--- config.mk ---
export PLATFORM = sky130hd
export DESIGN_NAME = misr_response_compactor
export DESIGN_NICKNAME = d
export VERILOG_FILES = /design/src/rtl/misr_response_compactor.sv
export SDC_FILE = /design/constraint.sdc
export NUM_CORES = 1
export LEC_CHECK = 0
export ABC_AREA = 1
export CAP_MARGIN = 20
export CORE_ASPECT_RATIO = 1.25
export CORE_MARGIN = 1.5
export CORE_UTILIZATION = 40
export CTS_CLUSTER_SIZE = 8
export DETAILED_ROUTE_END_ITERATION = 10
export MAX_ROUTING_LAYER = met4
export PLACE_DENSITY = 0.65
export SETUP_SLACK_MARGIN = 0.5
export SLEW_MARGIN = 40
export SYNTH_ARGS = -nofsm -noshare
export SYNTH_HDL_FRONTEND = slang
export SYNTH_SLANG_ARGS = --single-unit
--- constraint.sdc ---
create_clock -name clk -period 4.4 [get_ports clk]
set_clock_uncertainty 0.05 [all_clocks]
set_input_delay 0.44 -clock clk [delete_from_list [all_inputs] [get_ports clk]]
set_output_delay 0.44 -clock clk [all_outputs]
set_load 0.02 [all_outputs]
--- src/rtl/misr_response_compactor.sv ---
// Compacts one CUT response word per pattern into a Galois MISR. After num_pat
// responses it compares the signature with the golden value and reports pass/fail.
module misr_response_compactor #(
  parameter int                OUT_W = 1,
  parameter int                SIG_W = 16,
  parameter logic [SIG_W-1:0]  POLY  = 16'hB400,
  parameter logic [SIG_W-1:0]  SEED  = 16'h0000
) (
  input  logic             clk,
  input  logic             rst,
  input  logic             start,
  input  logic [15:0]      num_pat,
  input  logic [SIG_W-1:0] golden,
  input  logic             resp_valid,
  input  logic [OUT_W-1:0] resp,
  output logic [SIG_W-1:0] signature,
  output logic [15:0]      pat_count,
  output logic             busy,
  output logic             done,
  output logic             pass,
  output logic [1:0]       dbg_state
);

  // Handshake: resp is consumed on every rising edge where resp_valid=1 and
  // the block is in CAPTURE; there is no ready, so responses offered in any
  // other state (or past the programmed count) are dropped.

  typedef enum logic [1:0] {
    IDLE    = 2'd0,
    CAPTURE = 2'd1,
    COMPARE = 2'd2,
    DONE    = 2'd3
  } state_e;

  state_e           state_q, state_d;
  logic [SIG_W-1:0] sig_q, sig_d;
  logic [15:0]      cnt_q, cnt_d;
  logic [15:0]      num_q, num_d;
  logic             pass_q, pass_d;
  logic [15:0]      cnt_inc;
  logic [SIG_W-1:0] sig_step;

  assign cnt_inc  = cnt_q + 16'd1;
  assign sig_step = {sig_q[SIG_W-2:0], 1'b0}
                  ^ (sig_q[SIG_W-1] ? POLY : '0)
                  ^ SIG_W'(resp);

  always_ff @(posedge clk) begin
    if (rst) begin
      state_q <= IDLE;
      sig_q   <= SEED;
      cnt_q   <= '0;
      num_q   <= '0;
      pass_q  <= 1'b0;
    end else begin
      state_q <= state_d;
      sig_q   <= sig_d;
      cnt_q   <= cnt_d;
      num_q   <= num_d;
      pass_q  <= pass_d;
    end
  end

  always_comb begin
    state_d = state_q;
    sig_d   = sig_q;
    cnt_d   = cnt_q;
    num_d   = num_q;
    pass_d  = pass_q;
    unique case (state_q)
      IDLE, DONE: begin
        if (start) begin
          sig_d   = SEED;
          cnt_d   = '0;
          num_d   = num_pat;
          pass_d  = 1'b0;
          // An empty run skips capture and compares the seed directly.
          state_d = (num_pat != 16'd0) ? CAPTURE : COMPARE;
        end
      end
      CAPTURE: begin
        if (resp_valid) begin
          sig_d = sig_step;
          cnt_d = cnt_inc;
          if (cnt_inc == num_q) state_d = COMPARE;
        end
      end
      COMPARE: begin
        pass_d  = (sig_q == golden);
        state_d = DONE;
      end
      default: state_d = IDLE;
    endcase
  end

  assign signature = sig_q;
  assign pat_count = cnt_q;
  assign busy      = (state_q == CAPTURE) || (state_q == COMPARE);
  assign done      = (state_q == DONE);
  assign pass      = pass_q;
  assign dbg_state = state_q;

endmodule
==> flow_summary.json, run 1 <==
{
  "synth_seq_cells": 51,
  "comb_power_share_pct": 36.5,
  "io_pins": 74,
  "ys.warnings.count": 0,
  "totalWireLength_microns": 7530,
  "clock_sinks": 51,
  "area_delta_synth_final_pct": 32.4,
  "yosysUniqueCellTypes": 29,
  "swShare_pct": 37.5,
  "grt_max_degree": 33,
  "ant_nets": 0,
  "fp.dieW_microns": 78.2,
  "syn_area_sq_mm": 0.00282,
  "core_area_sq_mm": 0.00689,
  "clockBufferDepth": 2,
  "fmax_ghz": 0.421,
  "switchingPower_w": 0.000544,
  "grt-ovfl-total": 0,
  "drive_above_1_share_pct": 4.81,
  "via_count": 2979,
  "hpwl_microns": 5510,
  "nFillCells": 715,
  "final_net_count": 539,
  "cap_violations": 0,
  "finalMaxSlewViolations": 0,
  "wl_per_cell_microns": 12.8,
  "fin_setup_tns_ns": 0,
  "crit_type": "reg -> out",
  "cts_repair_resize_count": 0,
  "fin_crit_sh_pct": 54.0,
  "syn_inst": 431,
  "status": "finished clean",
  "crit_arrival_ns": 1.89,
  "fin_util_pct": 54.2,
  "drtIter0Drc": 196,
  "syn_nets": 472,
  "cellPowerDensity_mw_per_mm2": 388,
  "tritoncts": "yes",
  "tightest_slew_ns": 0.534,
  "final-setup-viol-count": 0,
  "clock_power_share_pct": 23.8,
  "die_h_microns": 96.9,
  "rows": 34,
  "p_seq_share_pct": 39.7,
  "insertion_delay_ns": 0.31,
  "htree_levels": 2,
  "initial_core_util_pct": 41.0,
  "clk_pin_slew_ns": 0.09,
  "rsz0062_at_grt": "no",
  "relSlewSlack_pct": 64.0,
  "dp_slack_ns": 2.12,
  "vias_per_cell": 5.06,
  "gp_congestion": 0.935,
  "port_buffers": 73,
  "dieArea_sq_mm": 0.00758,
  "holdCritPathClass": "reg -> reg",
  "drt_pass1_iterations": 4,
  "numCtsBuffers": 5,
  "p_leak_nw": 1.42,
  "p_int_w": 0.000907,
  "setup_ws_ns": 2.02,
  "grt_use_total_pct": 21.0,
  "crit_fanout": 6,
  "avgSynthCellArea_sq_um": 6.55,
  "route.detailed.drc": 0,
  "antenna_cells": 0,
  "finalCriticalPeriod_ns": 2.38,
  "endpoint_kind": "primary output",
  "fin_cells": 589,
  "grt_pass1_vias": 2797,
  "critPathLaunchType": "flip-flop",
  "clock-root-buffer": "clkbuf_8",
  "seq_area_frac_synth_pct": 36.2,
  "hold_viol": 0,
  "postCtsSetupBuffers": 0,
  "grt_pass1_wl_microns": 12400,
  "ctsHoldBuffers": 0,
  "worstPathRequired_ns": 3.91,
  "grt_antenna_before_repair": 0,
  "placed_cells": 581,
  "peakVddDrop_uv": 199
}
-- cells in the final DEF, fill, tap and decap left out, types with 3 or more instances in the layout --
master,count
xnor2_1,5
dfxtp_1,51
nor4_1,6
nand3_1,33
clkdlybuf4s50_1,73
ha_1,4
nand2_1,133
clkbuf_8,6
nor2_1,32
inv_1,42
nand4_1,8
nor2_2,3
o21ai_0,22
xor2_1,6
nand3b_1,3
or2_2,4
a21oi_1,46
-- registers in the layout (all words and copies together) (netlist names) --
signal,cells
dbg_state,2
num_q,16
pass,1
pat_count,16
signature,16
-- synth_stat cells (all sizes together) --
master   count  share of area (%)
a211oi       2               0.53
a21oi       46                8.2
a221oi       1               0.31
a31oi        1               0.22
a32oi        2               0.62
and2         1               0.22
buf          3               0.53
clkbuf      11                1.5
dfxtp       51                 36
ha           4                1.8
inv         44                5.8
nand2      136                 18
nand3       33                5.8
nand3b       3               0.80
nand4        8                1.8
nor2        37                5.7
nor4         6                1.3
o2111ai      2               0.62
o21ai       22                3.9
o21bai       1               0.40
o22ai        1               0.22
or2          4               0.89
xnor2        5                1.6
xor2         6                1.9
xor3         1               0.84
-- worst max-delay path, cell delays in order (launching register included) --
cell	delay, ns
dfxtp_1	0.41
inv_1	0.06
ha_1	0.32
inv_1	0.16
clkdlybuf4s50_1	0.63
-- logic make-up after synthesis --
family	after synthesis	synth area share [%]
AOI/OAI and AO/OA	78	15.0
xor gates and xnor gates	12	4.25
adders and majority gates	4	1.77
buffers and inverters	58	7.84
DFF	51	36.2
and+or+nand+nor	228	35.0
-- through the flow --
stage	hold slack, ns	cell area, sq um	total power, W
2_1_floorplan	0.394	2820	0.000957
3_3_place_gp	0.408	3620	0.00111
3_5_place_dp	0.411	3620	0.00112
4_1_cts	0.425	3740	0.00146
5_1_grt	0.449	3740	0.00155
6_report	0.424	3740	0.00145
-- power by group through the flow --
stage               sequential, W  clock, W  combinational (W)
detailed placement       0.000587         0           0.000531
global route             0.000586  0.000363           0.000595
global placement         0.000585         0           0.000524
floorplan                0.000591         0           0.000366
finish                   0.000576  0.000345           0.000530
CTS                      0.000576  0.000351           0.000534
-- routing by layer --
metal	track usage (%)	vias to the layer above	part of all wire [%]
li1	-	1543	-
met1	23.9	1350	43
met2	37.3	75	52
met3	2.83	11	3.7
met4	7.42	0	1.4
met5	-	-	0
-- area by class of cell --
type	instances	area, sq um	area share, %
Multi-Input combinational cell	322	1580	42.4
Sequential cell	51	1020	27.3
Timing Repair Buffer	74	738	19.7
Inverter	44	165	4.42
Tap cell	90	113	3.01
Clock buffer	6	82.6	2.21
Clock inverter	2	35.0	0.937
-- final timing paths --
check / endpoint / depth (start not counted) / startpoint / slack (ns)
worst max register to register: dbg_state[1] / 14 / pat_count[0] / 2.10
worst min register to register: num_q[5] / 2 / num_q[5] / 0.42
worst max-delay path: busy / 4 / dbg_state[0] / 2.02
worst min-delay path: num_q[5] / 2 / num_q[5] / 0.42
(Power assumes the default switching activity.)
==> inputs of run 2 (changes only) <==
==> constraint.sdc (replaced) <==
create_clock -name clk -period 2.4 [get_ports clk]
set_clock_uncertainty 0.05 [all_clocks]
set_input_delay 0.24 -clock clk [delete_from_list [all_inputs] [get_ports clk]]
set_output_delay 0.24 -clock clk [all_outputs]
set_load 0.02 [all_outputs]
==> run 2 against run 1 <==
Combinational power grew to 2.7 times the previous value. Register-to-register slack got worse by 1.6 ns. First-iteration DRC count down 21%. Power rose by 120%. Worst hold slack gained 0.0068 ns. Die area unchanged. Sequential share of layout area fell by 2.2 points. Via count up 4.3%. Design area rose by 11%. Critical endpoint is now dbg_state[1].
==> flow_summary.json, run 2 (synthesized netlist as in run 1, its figures left out) <==
{
  "status": "finished clean",
  "wl_per_cell_microns": 13.7,
  "tightest_slew_ns": 0.509,
  "relSlewSlack_pct": 66.1,
  "grt_pass1_wl_microns": 13600,
  "insertion_delay_ns": 0.31,
  "grt_max_degree": 32,
  "fin_setup_tns_ns": 0,
  "route.detailed.drc": 0,
  "drtIter0Drc": 155,
  "cellPowerDensity_mw_per_mm2": 768,
  "holdWs_ns": 0.431,
  "clock_sinks": 51,
  "totalWireLength_microns": 8350,
  "area_delta_synth_final_pct": 47.0,
  "cap_violations": 0,
  "setup_ws_ns": 0.474,
  "power_w": 0.00319,
  "holdCritPathClass": "reg -> reg",
  "p_leak_nw": 1.58,
  "initial_core_util_pct": 41.0,
  "fp.dieW_microns": 78.2,
  "peakVddDrop_uv": 325,
  "htree_levels": 2,
  "clock-root-buffer": "clkbuf_8",
  "antenna_cells": 0,
  "grt_use_total_pct": 23.1,
  "grt_antenna_before_repair": 0,
  "crit_arrival_ns": 2.08,
  "grt_pass1_vias": 2998,
  "cpPeakStageDelay_ns": 0.38,
  "dp_slack_ns": 0.358,
  "final_net_count": 559,
  "crit_fanout": 7,
  "hpwl_microns": 5870,
  "io_pins": 74,
  "finalCriticalPeriod_ns": 1.93,
  "gp_congestion": 0.837,
  "drt_pass1_iterations": 4,
  "ant_nets": 0,
  "worstPathRequired_ns": 2.56,
  "rsz0062_at_grt": "yes",
  "drive_above_1_share_pct": 17.0,
  "core_area_sq_mm": 0.00689,
  "numCtsBuffers": 5,
  "critPathLaunchType": "flip-flop",
  "multiInputGateArea_sq_mm": 0.00176,
  "finalMaxSlewViolations": 0,
  "endpoint_kind": "flip-flop",
  "critPathBufInv": 1,
  "fin_cells": 609,
  "path_delay_family": "simple AND/OR/NAND/NOR gates",
  "worstPathCellList": "buf_6 > nand2_4 > nor2_4 > nand2_4 > nor2_4 > nand2_2 > nand3b_1 > nand3_2 > nor2_2 > nand3_2 > nand2_4 > nand3_2 > nand2_1 > nor2_1",
  "clk_pin_slew_ns": 0.10,
  "clockBufferDepth": 2,
  "rows": 34,
  "vias_per_cell": 5.10,
  "final-setup-viol-count": 0,
  "die_h_microns": 96.9,
  "placed_cells": 586,
  "final_common_cell": "nand2_1",
  "final-seq-area_sq_mm": 0.00104,
  "tritoncts": "yes",
  "hold_viol": 0,
  "slowest_stage": "dfxtp_2",
  "fin_crit_sh_pct": 80.3,
  "dieArea_sq_mm": 0.00758,
  "crit_type": "reg -> reg",
  "fmax_ghz": 0.519,
  "nFillCells": 692,
  "port_buffers": 73,
  "via_count": 3108,
  "grt-ovfl-total": 0,
  "final_cell_mix": "nand2_1 (125), clkdlybuf4s50_1 (72), a21oi_1 (45), dfxtp_1 (39), inv_1 (38)"
}
-- run 2: where the power goes --
group	switching [W]	leakage [nW]	internal, W
sequential	0.0000932	0.422	0.000979
clock	0.000307	0.0626	0.000374
combinational	0.000788	1.09	0.000645
-- run 2: through the flow --
step	util [%]	instance area, sq um
final	60.2	4150
after global routing	60.2	4150
after CTS	57.2	3950
after detailed placement	53.1	3660
after global placement	53.1	3660
after floorplan	-	2830
-- run 2: path summary, 6_finish.rpt --
path / cells past startpoint / slack [ns] / startpoint / endpoint
worst max-delay path: 14 / 0.47 / pat_count[1] / dbg_state[1]
worst min-delay path: 2 / 0.43 / num_q[11] / num_q[11]
worst max register to register: 14 / 0.47 / pat_count[1] / dbg_state[1]
worst min register to register: 2 / 0.43 / num_q[11] / num_q[11]
-- run 2: per-layer routing --
metal / track usage, % / part of all wire, % / vias up
met5: - / 0 / -
li1: - / - / 1579
met1: 25.3 / 40 / 1415
met4: 9.20 / 2.6 / 0
met3: 2.92 / 4.6 / 18
met2: 41.7 / 53 / 96
-- run 2: worst min-delay path: cells and delay by family (launching register included) --
| kind | cells | cell delay [ns] |
|---|---|---|
| DFF | 1 | 0.32 |
| buffers and inverters | 1 | 0.07 |
| AOI/OAI and AO/OA | 1 | 0.06 |
-- run 2: area by class of cell --
| class | count | area share (%) |
|---|---|---|
| clock buffers | 6 | 2.26 |
| clock inverters | 2 | 0.904 |
| inverters | 44 | 3.98 |
| repair buffers | 94 | 22.6 |
| multi-input cells | 322 | 42.4 |
| well taps | 90 | 2.71 |
| flip-flops and latches | 51 | 25.1 |
-- run 2: repair_timing --
| item | CTS | global route |
|---|---|---|
| pin swaps | 5 | 22 |
| hold buffers | 0 | 0 |
| endpoints found under the hold margin | 0 | 0 |
| buffers inserted | 8 | 6 |
| resized for setup | 19 | 46 |
| gates cloned | 1 | 0 |
| endpoints found under the setup margin | 35 | 32 |
==> inputs of run 3 (changes only) <==
==> constraint.sdc (replaced) <==
create_clock -name clk -period 1.87 [get_ports clk]
set_clock_uncertainty 0.05 [all_clocks]
set_input_delay 0.187 -clock clk [delete_from_list [all_inputs] [get_ports clk]]
set_output_delay 0.187 -clock clk [all_outputs]
set_load 0.02 [all_outputs]
==> run 3 against run 2 <==
The flow now finishes with violations (negative setup slack). Final cell count increased by 3.4%. Maximum frequency down 2.9%. First-iteration DRC count rose by 25%. Global-route usage is 0.70 points higher.
==> flow_summary.json, run 3 (synthesized netlist as in run 1, its figures left out) <==
{
  "io_pins": 74,
  "final_net_count": 580,
  "swShare_pct": 39.8,
  "clock-root-buffer": "clkbuf_8",
  "port_buffers": 73,
  "wl_per_cell_microns": 15.1,
  "fmax_ghz": 0.504,
  "switchingPower_w": 0.00205,
  "crit_arrival_ns": 2.15,
  "initial_core_util_pct": 41.0,
  "dieArea_sq_mm": 0.00758,
  "numCtsBuffers": 5,
  "crit_type": "reg -> reg",
  "worstPathCellList": "buf_4 > nand2_1 > nor2_4 > buf_4 > nand3_1 > nand2_1 > nand2_1 > nand2_1 > nand2_1 > nand2_1 > nor2_2 > nand3_2 > nand2_4 > a21oi_1 > nor2_1",
  "setup_ws_ns": -0.113,
  "finalCriticalPeriod_ns": 1.98,
  "fin_util_pct": 66.8,
  "grt_antenna_before_repair": 0,
  "cp_common_cell": "nand2_1",
  "route.detailed.drc": 0,
  "placed_cell_area_sq_mm": 0.00380,
  "grt-ovfl-total": 0,
  "worstPathRequired_ns": 2.04,
  "cellPowerDensity_mw_per_mm2": 1120,
  "via_count": 3257,
  "rsz0062_at_grt": "yes",
  "area_delta_synth_final_pct": 63.1,
  "p_seq_share_pct": 27.2,
  "die_h_microns": 96.9,
  "grt_pass1_vias": 3039,
  "rows": 34,
  "placed_cells": 592,
  "relSlewSlack_pct": 66.1,
  "status": "finished with violations",
  "violations": "negative setup slack",
  "drt_pass1_iterations": 4,
  "clock_power_share_pct": 16.4,
  "final-seq-area_sq_mm": 0.00105,
  "hold_viol": 0,
  "holdCritPathClass": "in -> reg",
  "critPathBufInv": 2,
  "finalMaxSlewViolations": 0,
  "htree_levels": 2,
  "slowest_stage": "dfxtp_4",
  "p_int_w": 0.00310,
  "hpwl_microns": 5880,
  "ctsHoldBuffers": 0,
  "endpoint_kind": "flip-flop",
  "final_area_sq_mm": 0.00461,
  "tritoncts": "yes",
  "insertion_delay_ns": 0.32,
  "comb_power_share_pct": 56.4,
  "clock_sinks": 51,
  "gp_congestion": 0.867,
  "final-setup-viol-count": 2,
  "fp.dieW_microns": 78.2,
  "totalWireLength_microns": 9540,
  "antenna_cells": 0,
  "path_delay_family": "simple AND/OR/NAND/NOR gates",
  "final_common_cell": "nand2_1",
  "cpPeakStageDelay_ns": 0.38,
  "cap_violations": 0,
  "final_cell_mix": "nand2_1 (109), clkdlybuf4s50_1 (36), inv_1 (35), a21oi_1 (34), dfxtp_1 (33)",
  "drive_above_1_share_pct": 28.9,
  "drtIter0Drc": 194,
  "nFillCells": 607,
  "p_leak_nw": 1.93,
  "ant_nets": 0,
  "fin_crit_sh_pct": 106,
  "critPathLaunchType": "flip-flop",
  "grt_pass1_wl_microns": 14000,
  "grt_use_total_pct": 23.8,
  "crit_fanout": 7,
  "vias_per_cell": 5.17,
  "clockBufferDepth": 2,
  "fin_cells": 630,
  "clk_pin_slew_ns": 0.11,
  "core_area_sq_mm": 0.00689,
  "tightest_slew_ns": 0.508,
  "peakVddDrop_uv": 652,
  "dp_slack_ns": -0.0787,
  "grt_max_degree": 32,
  "multiInputGateArea_sq_mm": 0.00196
}
[run 3: cell count changes in the layout (fill, tap and decap cells not counted), sizes merged]
cell / delta
buf: +20
clkdlybuf4s50: -36
clkbuf: +3
clkinv: +2
nand2: +1
clkdlybuf4s15: +7
bufbuf: -1
dlygate4sd2: +25
[run 3: layout make-up]
cell class | instances | area share (%)
Clock buffer | 6 | 1.79
Clock inverter | 2 | 0.842
Inverter | 44 | 4.16
Multi-Input combinational cell | 323 | 42.6
Sequential cell | 51 | 22.9
Tap cell | 90 | 2.44
Timing Repair Buffer | 112 | 24.9
Timing Repair inverter | 2 | 0.380
[run 3: worst reg2reg max path: cells and delay by family (launching register included)]
kind	cells	cell delay (ns)
flops	1	0.38
buf+inv	2	0.26
compound gates	1	0.17
simple gates	12	1.03
[run 3: path summary, 6_finish.rpt]
path,end,slack (ns),cells past startpoint,start
max reg2reg,dbg_state[1],-0.11,15,pat_count[0]
min reg2reg,num_q[9],0.43,2,num_q[9]
min,signature[0],0.39,3,resp
max,dbg_state[1],-0.11,15,pat_count[0]
[run 3: per-layer routing]
layer / global-route usage [%] / vias to the layer above / routed length (microns)
li1: - / 1627 / -
met1: 25.3 / 1511 / 3810
met2: 44.0 / 91 / 5000
met3: 3.40 / 28 / 404
met4: 8.65 / 0 / 318
met5: - / - / 0
[run 3: timing repair]
action                     in CTS  in global routing
pin swaps                       4                 31
buffers inserted                6                 17
setup endpoints to repair      88                 52
gates cloned                    3                  4
gates resized for setup        76                 92
[run 3: power groups by stage]
stage / combinational, W / clock (W) / sequential [W]
final: 0.00291 / 0.000846 / 0.00140
after detailed placement: 0.00152 / 0 / 0.00142
after CTS: 0.00207 / 0.000851 / 0.00138
after floorplan: 0.000960 / 0 / 0.00142
after global placement: 0.00150 / 0 / 0.00141
after global routing: 0.00307 / 0.000884 / 0.00142
[run 3: stage by stage]
| stage | total power (W) | hold slack [ns] | setup TNS [ns] |
|---|---|---|---|
| 6_report | 0.00515 | 0.386 | -0.204 |
| 3_3_place_gp | 0.00292 | 0.409 | -0.0943 |
| 3_5_place_dp | 0.00293 | 0.414 | -0.152 |
| 5_1_grt | 0.00537 | 0.405 | -0.617 |
| 4_1_cts | 0.00430 | 0.395 | -0.0281 |
| 2_1_floorplan | 0.00238 | 0.206 | 0 |
==> RTL change 1, RTL diff (flow settings as in run 2) <==
Put a register stage on the outputs `busy` and `done`, with the module's reset. The values now appear one clock later. The other outputs are not delayed to match.
--- a/src/rtl/misr_response_compactor.sv
+++ b/src/rtl/misr_response_compactor.sv
@@ -95,8 +95,15 @@
 
   assign signature = sig_q;
   assign pat_count = cnt_q;
-  assign busy      = (state_q == CAPTURE) || (state_q == COMPARE);
-  assign done      = (state_q == DONE);
+  always_ff @(posedge clk) begin
+    if (rst) begin
+      busy <= '0;
+      done <= '0;
+    end else begin
+      busy <= (state_q == CAPTURE) || (state_q == COMPARE);
+      done <= (state_q == DONE);
+    end
+  end
   assign pass      = pass_q;
   assign dbg_state = state_q;
 
Function: changed (Yosys sat finds a counterexample within 4 cycles, from zero or initial values and one cycle with rst high).
==> RTL change 1 against run 2 <==
- utilization is 0.90 points lower
- combinational power fell by 9%
- synthesized area increased by 2.8%
- sequential cell count increased by 2
- total power decreased by 8.4%
- wire length decreased by 3.2%
- fmax barely moved
- highest routed layer unchanged
- sequential power is 4% higher
- largest power group unchanged
- global-route usage decreased by 1.1 points
- sequential share of layout area up 1.4 points
- non-clock buffer count decreased by 3
- setup slack barely moved
- final area decreased by 0.27%
==> RTL change 1: results <==
sta:
  fin_hold_ws_ps: 424
  max_slew_margin_pct: 63.2
placement:
  dpl_cell_area_um2: 3760
  dp_slack_ps: 286
  place_congestion: 0.885
  dp.cells: 605
worst_hold_path:
  holdPathEnd: "signature[0]$_SDFFE_PP0P_"
  hold_path_class: "primary input to register"
  hold_depth: 3
global_routing:
  use_met3_pct: 3.08
  grt_util_met1_pct: 26.9
  first_global_vias: 2905
  grt_max_degree: 34
  met2_usage_pct: 37.5
pwr:
  pwr-share-seq_pct: 37.9
  p_leak_nw: 1.55
  swShare_pct: 39.6
setup_path:
  r2r_slack_ps: 470
  r2r-start: "pat_count[7]$_SDFFE_PP0P_"
routing:
  wl_met2_mm: 4.09
  dr_total_vias: 3121
  first_iter_violations: 121
  dr_wl_met3_um: 275
  wl_per_cell_um: 13.0
clock_tree:
  cts_resized: 31
cells_and_area:
  drive_gt1_share_pct: 15.6
  fin_nets: 573
  stdcell_count: 623
yosys:
  synthTopCellsByArea: "dfxtp_1 37%, nand2_1 18%, a21oi_1 8.4%, inv_1 6.9%, nand3_1 6.4%"
  synthAdderAreaFrac_pct: 1.72
  synth_compound_area_share_pct: 14.6
  netlist_instances: 449
  syn_nets: 490
status:
  status: "completed"
-- RTL change 1: changes by cell type in the layout (fill, tap and decap cells not counted), sizes merged, moves of 3 or more --
cell	delta
a21oi	+3
inv	+11
nand2	+5
nand3	+5
nor2	-6
-- RTL change 1: cell type report --
type,count,area [µm²]
fillers,659,2840
clock inverters,3,16.3
well taps,90,113
clock buffers,5,68.8
flip-flops and latches,53,1100
multi-input cells,327,1740
inverters,54,213
repair buffers,91,893
-- RTL change 1: kinds of logic after synthesis --
group / count (synthesis)
AND/OR/NAND/NOR: 232
buffers and inverters: 69
AO/OA/AOI/OAI: 81
flip-flops: 53
adder cells (fa/ha/maj): 4
XOR/XNOR: 10
-- RTL change 1: power by group through the flow --
stage                     logic, mW  clock network (mW)  registers (mW)
after global placement         1.07                   0            1.13
after global routing           1.45               0.549            1.13
after floorplan               0.656                   0            1.15
final                          1.30               0.509            1.11
after detailed placement       1.08                   0            1.13
after CTS                      1.13               0.522            1.11
==> RTL change 2, RTL diff (flow settings as in run 2) <==
Made on the original files. `SIG_W`: 16 -> 32.
--- a/src/rtl/misr_response_compactor.sv
+++ b/src/rtl/misr_response_compactor.sv
@@ -2,7 +2,7 @@
 // responses it compares the signature with the golden value and reports pass/fail.
 module misr_response_compactor #(
   parameter int                OUT_W = 1,
-  parameter int                SIG_W = 16,
+  parameter int                SIG_W = 32,
   parameter logic [SIG_W-1:0]  POLY  = 16'hB400,
   parameter logic [SIG_W-1:0]  SEED  = 16'h0000
 ) (
Interface: changed (resized golden and signature); port bits go from 74 to 106. The function was not compared with the original's and may differ.
==> RTL change 2 against run 2 <==
- final area up 33%
- largest power group unchanged
- critical path type unchanged
- count of clock-buffer cells in the layout up 6
- sequential cell count up 16
- critical endpoint is now dbg_state[0]$_SDFFE_PP0P_
- wire length up 47%
- highest routed layer unchanged
- synthesized area up 29%
- total power up 34%
- setup slack worse by 75 ps
==> RTL change 2: results <==
routing:
  first_iter_violations: 172
  routed_wl_mm: 12.3
clock_tree:
  numCtsBuffers: 9
  clock_latency_ps: 360
  clock-sinks: 67
setup_path:
  worstPathArrival_ps: 2200
  crit_slowest_cell: "dfxtp_4"
  r2r-start: "pat_count[0]$_SDFFE_PP0P_"
cells_and_area:
  fin_nets: 733
  stdcell_count: 801
  drive_gt1_share_pct: 15.1
placement:
  dp_slack_ps: 205
  dp.cells: 765
  dpl_cell_area_um2: 4840
  io_buffers: 105
  hpwlAfterDp_mm: 8.26
global_routing:
  grt_pass1_wl_mm: 18.2
  use_met3_pct: 5.26
  grt_usage_pct: 25.3
worst_hold_path:
  holdPathEnd: "num_q[10]$_SDFFE_PP0P_"
  hp-start: "num_q[10]$_SDFFE_PP0P_"
yosys:
  synthTopCellsByArea: "dfxtp_1 37%, nand2_1 18%, a21oi_1 9.6%, inv_1 5.9%, nand3_1 5.6%"
  yosysSeqAreaShare_pct: 36.8
  synthTopCellsByCount: "174 x nand2_1, 70 x a21oi_1, 67 x dfxtp_1"
  syn_nets: 609
pwr:
  swShare_pct: 37.0
  p_sw_mw: 1.58
  clockPowerShare_pct: 24.5
  p_leak_nw: 2.09
  pwr-share-seq_pct: 31.3
  vdd_ir_drop_max_mv: 0.366
status:
  status: "completed"
sta:
  fin_hold_ws_ps: 410
  tightest_slew_ps: 575
  setup_ws_ps: 399
## RTL change 2: area by class of cell
cell class	instances	area (µm²)	share of cell area, %
tap	120	150	2.71
clock buffer	12	166	3.00
sequential	67	1370	24.7
clock inverter	4	55.1	0.994
inverter	58	233	4.20
timing repair buffer	132	1410	25.4
multi-input combinational	408	2160	39.1
## RTL change 2: what timing repair did
item / 4_1_cts / 5_1_grt
gates cloned: 0 / 4
pin swaps: 11 / 13
setup buffers: 11 / 5
gates resized for setup: 33 / 30
endpoints found under the setup margin: 50 / 49
endpoints found under the hold margin: 0 / 0
## RTL change 2: cell families after synthesis
family | after synthesis | share of synthesized area [%]
simple gates | 282 | 33.4
compound gates | 100 | 14.5
buf+inv | 77 | 8.14
flops | 67 | 36.8
xor+xnor | 22 | 5.67
fa+ha+maj | 4 | 1.37
## RTL change 2: metal layers
layer | part of all wire, % | wire [µm]
met1 | 41 | 5030
met4 | 2.2 | 270
met5 | 0 | 0
met3 | 6.3 | 781
met2 | 51 | 6230
